==> src/rtl/fir_pkg.sv <==
// Shared constants for the FIR datapath: default widths, the quantiser
// shift, and helpers that give the signed saturation bounds for an N-bit sample.
package fir_pkg;

  localparam int N_DEF     = 16;  // sample width; accumulator is 2N
  localparam int COEF_W    = 8;   // signed Q1.7 coefficients
  localparam int SHIFT_DEF = 7;   // fractional bits removed by the output stage
  localparam int DEPTH_DEF = 4;   // output FIFO entries

  // Largest representable N-bit signed value: 2^(N-1)-1.
  function automatic longint sat_max_f(input int n);
    return (64'sd1 <<< (n - 1)) - 64'sd1;
  endfunction

  // Smallest representable N-bit signed value: -2^(N-1).
  function automatic longint sat_min_f(input int n);
    return -(64'sd1 <<< (n - 1));
  endfunction

endpackage

==> src/rtl/fir_sync_fifo.sv <==
// Small synchronous FIFO with a registered head word. The head register is
// reloaded on every pop/first-push so the output never glitches while the
// consumer stalls.
module fir_sync_fifo #(
  parameter int W     = 16,
  parameter int DEPTH = 4
) (
  input  logic         clk,
  input  logic         rst,
  input  logic         wr_en,
  input  logic [W-1:0] wr_data,
  input  logic         rd_en,
  output logic [W-1:0] rd_data,
  output logic         full,
  output logic         empty
);

  localparam int            AW      = (DEPTH > 1) ? $clog2(DEPTH) : 1;
  localparam logic [AW:0]   DEPTH_C = (AW + 1)'(DEPTH);
  localparam logic [AW:0]   CNT_ONE = (AW + 1)'(1);
  localparam logic [AW-1:0] PTR_ONE = AW'(1);

  logic [W-1:0]  mem_q [DEPTH];
  logic [AW-1:0] wr_ptr_q, wr_ptr_d;
  logic [AW-1:0] rd_ptr_q, rd_ptr_d;
  logic [AW-1:0] rd_ptr_nxt_s;
  logic [AW:0]   cnt_q, cnt_d;
  logic [W-1:0]  head_q, head_d;
  logic          do_wr_s, do_rd_s;

  assign full         = (cnt_q == DEPTH_C);
  assign empty        = (cnt_q == {(AW + 1){1'b0}});
  assign do_wr_s      = wr_en & ~full;
  assign do_rd_s      = rd_en & ~empty;
  assign rd_ptr_nxt_s = rd_ptr_q + PTR_ONE;
  assign rd_data      = head_q;

  // Next-state for pointers, occupancy and the registered head word.
  always_comb begin
    wr_ptr_d = wr_ptr_q;
    rd_ptr_d = rd_ptr_q;
    cnt_d    = cnt_q;
    head_d   = head_q;
    if (do_wr_s) begin
      wr_ptr_d = wr_ptr_q + PTR_ONE;
    end else begin
      wr_ptr_d = wr_ptr_q;
    end
    if (do_rd_s) begin
      rd_ptr_d = rd_ptr_nxt_s;
    end else begin
      rd_ptr_d = rd_ptr_q;
    end
    case ({do_wr_s, do_rd_s})
      2'b10:   cnt_d = cnt_q + CNT_ONE;
      2'b01:   cnt_d = cnt_q - CNT_ONE;
      default: cnt_d = cnt_q;
    endcase
    // Head follows the oldest live entry; a write into an empty (or
    // just-emptied) queue becomes the head directly.
    if (do_rd_s) begin
      if (cnt_q > CNT_ONE) begin
        head_d = mem_q[rd_ptr_nxt_s];
      end else if (do_wr_s) begin
        head_d = wr_data;
      end else begin
        head_d = head_q;
      end
    end else if (do_wr_s && empty) begin
      head_d = wr_data;
    end else begin
      head_d = head_q;
    end
  end

  // State registers; reset discards all queued data.
  always_ff @(posedge clk or negedge rst) begin
    if (!rst) begin
      wr_ptr_q <= {AW{1'b0}};
      rd_ptr_q <= {AW{1'b0}};
      cnt_q    <= {(AW + 1){1'b0}};
      head_q   <= {W{1'b0}};
      for (int i = 0; i < DEPTH; i++) begin
        mem_q[i] <= {W{1'b0}};
      end
    end else begin
      wr_ptr_q <= wr_ptr_d;
      rd_ptr_q <= rd_ptr_d;
      cnt_q    <= cnt_d;
      head_q   <= head_d;
      if (do_wr_s) begin
        mem_q[wr_ptr_q] <= wr_data;
      end
    end
  end

endmodule

==> src/rtl/fir_output_stage.sv <==
// Tail of the FIR tap chain: rounds/shifts/saturates the 2N-bit sum to an
// N-bit sample, queues it behind valid/ready, and enables the tap chain only
// when the result has somewhere to go. Counts saturated samples.
module fir_output_stage
  import fir_pkg::*;
#(
  parameter int N     = N_DEF,
  parameter int SHIFT = SHIFT_DEF,
  parameter int DEPTH = DEPTH_DEF
) (
  input  logic                  clk,
  input  logic                  rst,
  input  logic                  s_valid,
  output logic                  s_ready,
  output logic                  tap_ena,
  input  logic signed [2*N-1:0] y_acc,
  output logic signed [N-1:0]   m_data,
  output logic                  m_valid,
  input  logic                  m_ready,
  input  logic                  clr_stats,
  output logic                  sat_flag,
  output logic [7:0]            sat_count
);

  // One guard bit above the accumulator so adding the rounding constant
  // can never wrap.
  localparam int                    QW      = 2 * N + 1;
  localparam logic        [QW-1:0]  Q_ONE   = {{(QW - 1){1'b0}}, 1'b1};
  localparam logic signed [QW-1:0]  RND     = (Q_ONE << SHIFT) >> 1;  // 0 when SHIFT=0
  localparam logic signed [QW-1:0]  SAT_MAX = QW'(sat_max_f(N));
  localparam logic signed [QW-1:0]  SAT_MIN = QW'(sat_min_f(N));

  logic signed [QW-1:0] acc_ext_s, rnd_sum_s, q_s;
  logic [N-1:0]         q_sat_s;
  logic                 sat_s;
  logic                 sat_push_s;
  logic                 full_s, empty_s;
  logic [N-1:0]         head_s;
  logic                 sat_flag_q, sat_flag_d;
  logic [7:0]           sat_cnt_q, sat_cnt_d;

  assign acc_ext_s = {y_acc[2*N-1], y_acc};
  assign rnd_sum_s = acc_ext_s + RND;
  assign q_s       = rnd_sum_s >>> SHIFT;

  // Clamp the rounded value into the N-bit signed range and flag clipping.
  always_comb begin
    q_sat_s = q_s[N-1:0];
    sat_s   = 1'b0;
    if (q_s > SAT_MAX) begin
      q_sat_s = SAT_MAX[N-1:0];
      sat_s   = 1'b1;
    end else if (q_s < SAT_MIN) begin
      q_sat_s = SAT_MIN[N-1:0];
      sat_s   = 1'b1;
    end else begin
      q_sat_s = q_s[N-1:0];
      sat_s   = 1'b0;
    end
  end

  // Ready depends only on FIFO occupancy, never on m_ready.
  assign s_ready    = ~full_s;
  assign tap_ena    = s_valid & s_ready;
  assign m_valid    = ~empty_s;
  assign m_data     = head_s;
  assign sat_push_s = tap_ena & sat_s;

  fir_sync_fifo #(
    .W     (N),
    .DEPTH (DEPTH)
  ) u_fifo (
    .clk     (clk),
    .rst     (rst),
    .wr_en   (tap_ena),
    .wr_data (q_sat_s),
    .rd_en   (m_ready),
    .rd_data (head_s),
    .full    (full_s),
    .empty   (empty_s)
  );

  // Saturation statistics; a saturated push in the clear cycle wins.
  always_comb begin
    sat_flag_d = sat_flag_q;
    sat_cnt_d  = sat_cnt_q;
    if (sat_push_s) begin
      sat_flag_d = 1'b1;
      if (clr_stats) begin
        sat_cnt_d = 8'd1;
      end else if (sat_cnt_q == 8'd255) begin
        sat_cnt_d = sat_cnt_q;
      end else begin
        sat_cnt_d = sat_cnt_q + 8'd1;
      end
    end else if (clr_stats) begin
      sat_flag_d = 1'b0;
      sat_cnt_d  = 8'd0;
    end else begin
      sat_flag_d = sat_flag_q;
      sat_cnt_d  = sat_cnt_q;
    end
  end

  // Statistics registers.
  always_ff @(posedge clk or negedge rst) begin
    if (!rst) begin
      sat_flag_q <= 1'b0;
      sat_cnt_q  <= 8'd0;
    end else begin
      sat_flag_q <= sat_flag_d;
      sat_cnt_q  <= sat_cnt_d;
    end
  end

  assign sat_flag  = sat_flag_q;
  assign sat_count = sat_cnt_q;

endmodule

==> config.mk <==
export PLATFORM = sky130hd
export DESIGN_NAME = fir_output_stage
export DESIGN_NICKNAME = d
export VERILOG_FILES = /design/src/rtl/fir_pkg.sv /design/src/rtl/fir_sync_fifo.sv /design/src/rtl/fir_output_stage.sv
export SDC_FILE = /design/constraint.sdc
export NUM_CORES = 1
export LEC_CHECK = 0
export CAP_MARGIN = 40
export CORE_ASPECT_RATIO = 1.5
export CORE_UTILIZATION = 50
export DETAILED_ROUTE_END_ITERATION = 12
export GPL_TIMING_DRIVEN = 0
export PLACE_DENSITY = 0.73
export RECOVER_POWER = 50
export REMOVE_ABC_BUFFERS = 1
export SLEW_MARGIN = 20
export SYNTH_ARGS = -nofsm -noshare
export SYNTH_HDL_FRONTEND = slang
export SYNTH_SLANG_ARGS = --single-unit
==> constraint.sdc <==
create_clock -name clk -period 2.65 [get_ports clk]
set_input_delay 0.795 -clock clk [delete_from_list [all_inputs] [get_ports clk]]
set_output_delay 0.795 -clock clk [all_outputs]
set_load 0.01 [all_outputs]
==> Word level (Yosys, flattened, before mapping) <==
Index checks and enable logic that the tools add are counted.
{ "word_totals": {"word_cells": 65, "reg_bits": 96, "memories": 0, "in_bits": 37, "latchBits": 0, "out_inout_bits": 28, "romBits": 0, "mem_bits_rw": 0} }
{ "classes": {"div": 0, "bitwise": 8, "eq_ne": 6, "shift": 0, "magnitude_cmp": 6, "muxes": 21, "n_reduce_logical": 8, "n_mul": 0, "n_addsub": 6} }
{ "ops": {"columns": ["cell", "count"], "rows": [
  ["2-to-1 mux 16 bit", 9],
  ["bitwise mux 64 bit", 1],
  ["adder 32 x 8 -> 33 bit, second input constant", 1],
  ["binary-select mux 16 bit (select 2 bit)", 1],
  ["demux 16 bit (select 2 bit)", 1],
  ["2-to-1 mux 8 bit", 4],
  ["> comparator 26 x 16 -> 1 bit, second input constant", 1],
  ["< comparator 26 x 16 -> 1 bit, second input constant", 1],
  ["adder 8 x 1 -> 8 bit, second input constant", 1],
  ["== test 8 bit, second input constant", 1],
  [">= comparator 3 bit, second input constant", 2],
  ["inverter 2 -> 3 bit", 2],
  ["case mux 3 bit (2 select lines)", 1],
  ["nonzero test 2 bit", 3],
  ["adder 2 x 1 -> 2 bit, second input constant", 2],
  ["AND 1 bit", 4],
  ["2-to-1 mux 1 bit", 4],
  ["AND reduction 2 bit", 2],
  ["adder 3 x 1 -> 3 bit, second input constant", 1],
  ["== test 3 bit, second input constant", 1],
  ["> comparator 3 x 1 -> 1 bit, second input constant", 1],
  ["zero test 3 bit", 1],
  ["< comparator 3 x 1 -> 1 bit, second input constant", 1],
  ["inequality test 3 x 2 -> 1 bit, second input constant", 1],
  ["other kinds (6)", 8]
]} }

==> Logic depth before layout (Yosys ltp) <==
{ "logic_depth": {"ltp_word": 7, "depth_mapped": 12, "mapped_depth_nobuf": 10} }

==> By module <==
Synthesis repeated with hierarchy kept, for this count alone.
{ "hier_totals": {"cells_unflattened": 418, "area_unflattened_um2": 5596.6} }
{ "modules_own_cells": {"columns": ["module", "seq_area_each_um2", "cells_per_inst", "n_inst", "area_per_inst_um2"], "rows": [
  ["fir_sync_fifo", 2177.1, 248, 1, 4320.4],
  ["fir_output_stage", 225.2, 170, 1, 1276.2]
]} }

==> Least setup slack after synthesis <==
OpenSTA, ideal clock, no wires.
{ "synth_timing": {"path_type": "input to register", "startpoint": "input port y_acc[6]", "endpoint": "register sat_cnt_q[3] (netlist: sat_count[3])", "required_time_ns": 2.573, "t_arrival_ns": 2.648, "setup_ns": 0.077, "stages": 9, "path_buffers": 0, "setup_slack_ns": -0.076, "cell_sequence": "ha_1 -> and3_1 -> and3_1 -> and3_1 -> o2111ai_1 -> o31a_2 -> o21ai_2 -> or4_1 -> a21oi_1"} }
{ "synth_via": {"elab_chain_cells": 7, "word_cells_on_any_way": 9, "classes_between": "add/sub (1); order compare (2); mux (3); bitwise (1); reduce/logical (2)"} }
{ "synth_lines": {"columns": ["element", "line", "rtl"], "rows": [
  ["start: declaration", "fir_output_stage.sv:16", "input logic signed [2*N-1:0] y_acc,"],
  ["adder 32 x 8 -> 33 bit *", "fir_output_stage.sv:43", "assign rnd_sum_s = acc_ext_s + RND;"],
  ["< comparator 26 x 16 -> 1 bit", "fir_output_stage.sv:53", "end else if (q_s < SAT_MIN) begin"],
  ["2-to-1 mux 1 bit", "fir_output_stage.sv:53", null],
  ["2-to-1 mux 1 bit *", "fir_output_stage.sv:50", "if (q_s > SAT_MAX) begin"],
  ["AND 1 bit *", "fir_output_stage.sv:67", "assign sat_push_s = tap_ena & sat_s;"],
  ["nonzero test 2 bit (no source line)", null, null],
  ["AND reduction 2 bit (no source line)", null, null],
  ["end signal: assignment", "fir_output_stage.sv:112", "sat_cnt_q <= sat_cnt_d;"],
  ["end: declaration", "fir_output_stage.sv:40", "logic [7:0] sat_cnt_q, sat_cnt_d;"]
]} }
Mark *: on every way between the ends. The rest lies on a longest branch, timed or not.
A chain may end at the register's enable or synchronous reset.

==> Worst setup path after layout <==
{ "layout_timing": {"startpoint": "input port y_acc[11]", "endpoint": "register u_fifo.mem_q[34] (netlist name)"} }
{ "layout_via": {"elab_chain_cells": 5, "word_cells_on_any_way": 6, "classes_between": "add/sub (1); order compare (2); mux (3)"} }
{ "layout_lines": {"columns": ["element", "line", "rtl"], "rows": [
  ["adder 32 x 8 -> 33 bit *", "fir_output_stage.sv:43", null],
  ["< comparator 26 x 16 -> 1 bit", "fir_output_stage.sv:53", null],
  ["2-to-1 mux 16 bit", "fir_output_stage.sv:53", null],
  ["2-to-1 mux 16 bit *", "fir_output_stage.sv:50", null],
  ["bitwise mux 64 bit *", "fir_sync_fifo.sv:92", "mem_q[wr_ptr_q] <= wr_data;"],
  ["end signal: indexed assignment", "fir_sync_fifo.sv:84", "mem_q[i] <= {W{1'b0}};"],
  ["end signal: indexed assignment", "fir_sync_fifo.sv:92", null],
  ["end: declaration", "fir_sync_fifo.sv:23", "logic [W-1:0] mem_q [DEPTH];"]
]} }
Marked as above.

==> impl_metrics.toml <==
[outcome]
status = "finished, violations left"
violations = "design-rule violations, max-capacitance violations, max-slew violations, negative setup slack"

[place]
dp.cells = 687
hpwl_um = 8740
dpl_worst_slack_ns = -1.38
routabilityCongestion = 0.806
io_buffers = 58

[global_routing]
grt_antenna_before_repair = 0
use_met3_pct = 6.03
grt_max_degree = 73
met2_usage_pct = 46.7
grt_pass1_vias = 4496
met1_usage_pct = 34.1
top_usage_layer = "met2"
grt.total_usage_pct = 27.6
grt_pass1_wl_um = 22500
overflow = 0

[cts]
clock-root-buffer = "clkbuf_16"
cts_buffers = 9
ctsHoldBuffers = 0
cts_sinks = 96
path_clk_slew_ns = 0.07
clk_latency_ns = 0.35
clk_path_buf_depth = 2
h-tree-depth = 3
cts_tree = "yes"

[sta]
fin_skew_ns = 0.00695
grt_setup_unrepaired = "yes"
finalSetupTns_ns = -0.0133
worst_slack_ns = -0.00636
worst_pin_slew_ns = 1.50
finalHoldViolCount = 0
setup_violations = 3
max_freq_ghz = 0.376
finalCritPeriodShare_pct = 100
period_needed_ns = 2.66
whs_ns = 0.478
relSlewSlack_pct = -0.250
drv_slew = 24

[synthesis]
seq_area_frac_synth_pct = 46.8
async_flop_share_pct = 100
synth_seq_cells = 96
syn_inst = 536
synthFlopType = "dfrtp_1"
yosysUniqueCellTypes = 53
syn_area_per_cell_um2 = 9.58
yosys_warnings = 0
synth_enable_flop_cells = 0
synth_area_um2 = 5140

[pwr]
p_per_area_nw_per_um2 = 1020
leakage_uw = 0.00290
peakVddDrop_mv = 0.628

[layout]
insertedDiodeCount = 0
fin_util_pct = 66.7
final_cells = 731
final_common_cell = "nand2_1"
drive_gt1_share_pct = 23.6
syn_to_final_growth_pct = 30.8
most-common-layout-cells = "nand2_1 (101), dfrtp_1 (95), o21ai_0 (41)"
nNetsFinal = 657

[route]
dr.pass1.iters = 11
wirelength_um = 14100
vias_per_cell = 6.12
ant_nets = 0
drt_iter0_markers = 406
routedWlPerCell_um = 19.3
vias = 4472
route.detailed.drc = 7

[floorplan]
core-area_um2 = 10100
placementRows = 45
fp.dieW_um = 84.8
start_util_pct = 51.0
die_h_um = 126
die_area_um2 = 10700
ios = 65

[min_path]
hold_path_class = "register to register"

[setup_path]
path_class = "input port to register"
cp_max_fo = 7
critPathArrivalTime_ns = 2.88
cp-end-kind = "register"
cp_data_required_time_ns = 2.88
critPathLaunchType = "input port"

[flow_run]
cap_viol_max_count = 1
per-layer routing:
layer / part of all wire (%) / vias to the layer above / wire length [um]
met5: 0 / - / 0
met4: 3.8 / 0 / 537
met3: 5.5 / 58 / 775
met2: 52 / 182 / 7330
met1: 39 / 2202 / 5450
li1: - / 2030 / -
what timing repair did:
action	CTS	global route
cloned	3	0
setup endpoints to repair	90	81
resized for setup	122	58
buffers inserted	21	4
pin swaps	21	23
per-stage QoR:
stage          power, uW  area, um2
6_report            6850       6720
4_1_cts             6810       6610
3_3_place_gp        5020       5700
2_1_floorplan       4190       4970
3_5_place_dp        5300       5880
5_1_grt             7290       6720
Yosys cell counts (2+ instances only):
cell type / instances / area share [%]
a21oi_1: 21 / 2.0
a21o_1: 2 / 0.29
o31ai_1: 2 / 0.29
nor2_1: 28 / 2.0
inv_1: 13 / 0.95
buf_2: 4 / 0.39
mux4_2: 16 / 7.0
mux2i_1: 3 / 0.58
o21ai_1: 29 / 2.8
buf_4: 5 / 0.73
o21a_1: 29 / 4.2
nand4_1: 5 / 0.61
nor3_1: 3 / 0.29
ha_1: 11 / 2.7
clkbuf_1: 20 / 1.5
buf_1: 3 / 0.22
buf_6: 2 / 0.44
nand2b_1: 2 / 0.24
o211ai_1: 2 / 0.29
nand3_1: 13 / 1.3
and2_1: 8 / 0.97
nor4_1: 2 / 0.24
and4_1: 2 / 0.34
and3_1: 9 / 1.1
xnor2_1: 11 / 1.9
xor2_1: 12 / 2.0
or3_1: 2 / 0.24
nand3b_1: 2 / 0.29
nand2_1: 101 / 7.4
o21ai_0: 56 / 5.5
dfrtp_1: 96 / 47
worst max-delay path, stage by stage:
cell and delay [ns]:
buf_2 0.12, and4_4 0.26, and4_4 0.29, buf_4 0.13
nand4_1 0.11, nand3b_1 0.18, o2111ai_4 0.17, o21ai_4 0.24
bufbuf_16 0.30, o21a_1 0.16, o21ai_0 0.11
flip-flops by register name (all words and copies together), names as in the netlist:
signal,flops
u_fifo.wr_ptr_q,2
sat_count,8
u_fifo.mem_q,64
sat_flag,1
u_fifo.cnt_q,3
u_fifo.rd_ptr_q,2
u_fifo.rd_data,16
power by group:
group	internal, uW	switching (uW)	total (uW)
logic	1400	1370	2780
registers	2160	503	2660
clock network	857	554	1410
path summary, 6_finish.rpt:
kind	startpoint	endpoint	slack [ns]	depth (start not counted)
max in group asynchronous	rst	u_fifo.mem_q[4]$_DFFE_PN0P_	0.82	2
setup / recovery	y_acc[11]	u_fifo.mem_q[34]$_DFFE_PN0P_	-0.006	11
setup reg to reg	u_fifo.cnt_q[0]$_DFFE_PN0P_	u_fifo.rd_data[10]$_DFFE_PN0P_	0.33	9
hold / removal	u_fifo.mem_q[5]$_DFFE_PN0P_	u_fifo.mem_q[5]$_DFFE_PN0P_	0.48	2
hold reg to reg	u_fifo.mem_q[5]$_DFFE_PN0P_	u_fifo.mem_q[5]$_DFFE_PN0P_	0.48	2
min in group asynchronous	rst	sat_count[2]$_DFFE_PN0P_	0.80	1
area by class of cell:
type | count | area (um2)
Clock buffer | 12 | 246
Clock inverter | 4 | 76.3
Fill cell | 738 | 3360
Inverter | 13 | 48.8
Multi-Input combinational cell | 395 | 2850
Sequential cell | 96 | 2400
Tap cell | 117 | 146
Timing Repair Buffer | 94 | 947
cells by family (layout without fill, tap and decap cells):
group | Yosys count | after routing | share of synthesized area, %
adder cells (fa/ha/maj) | 11 | 11 | 2.68
XOR/XNOR | 24 | 24 | 4.46
flip-flops | 96 | 96 | 46.8
buffers and inverters | 47 | 123 | 4.19
AO/OA/AOI/OAI | 154 | 155 | 17.9
multiplexers | 20 | 20 | 7.82
AND/OR/NAND/NOR | 184 | 185 | 16.2
Power figures use the tool's default switching activity.
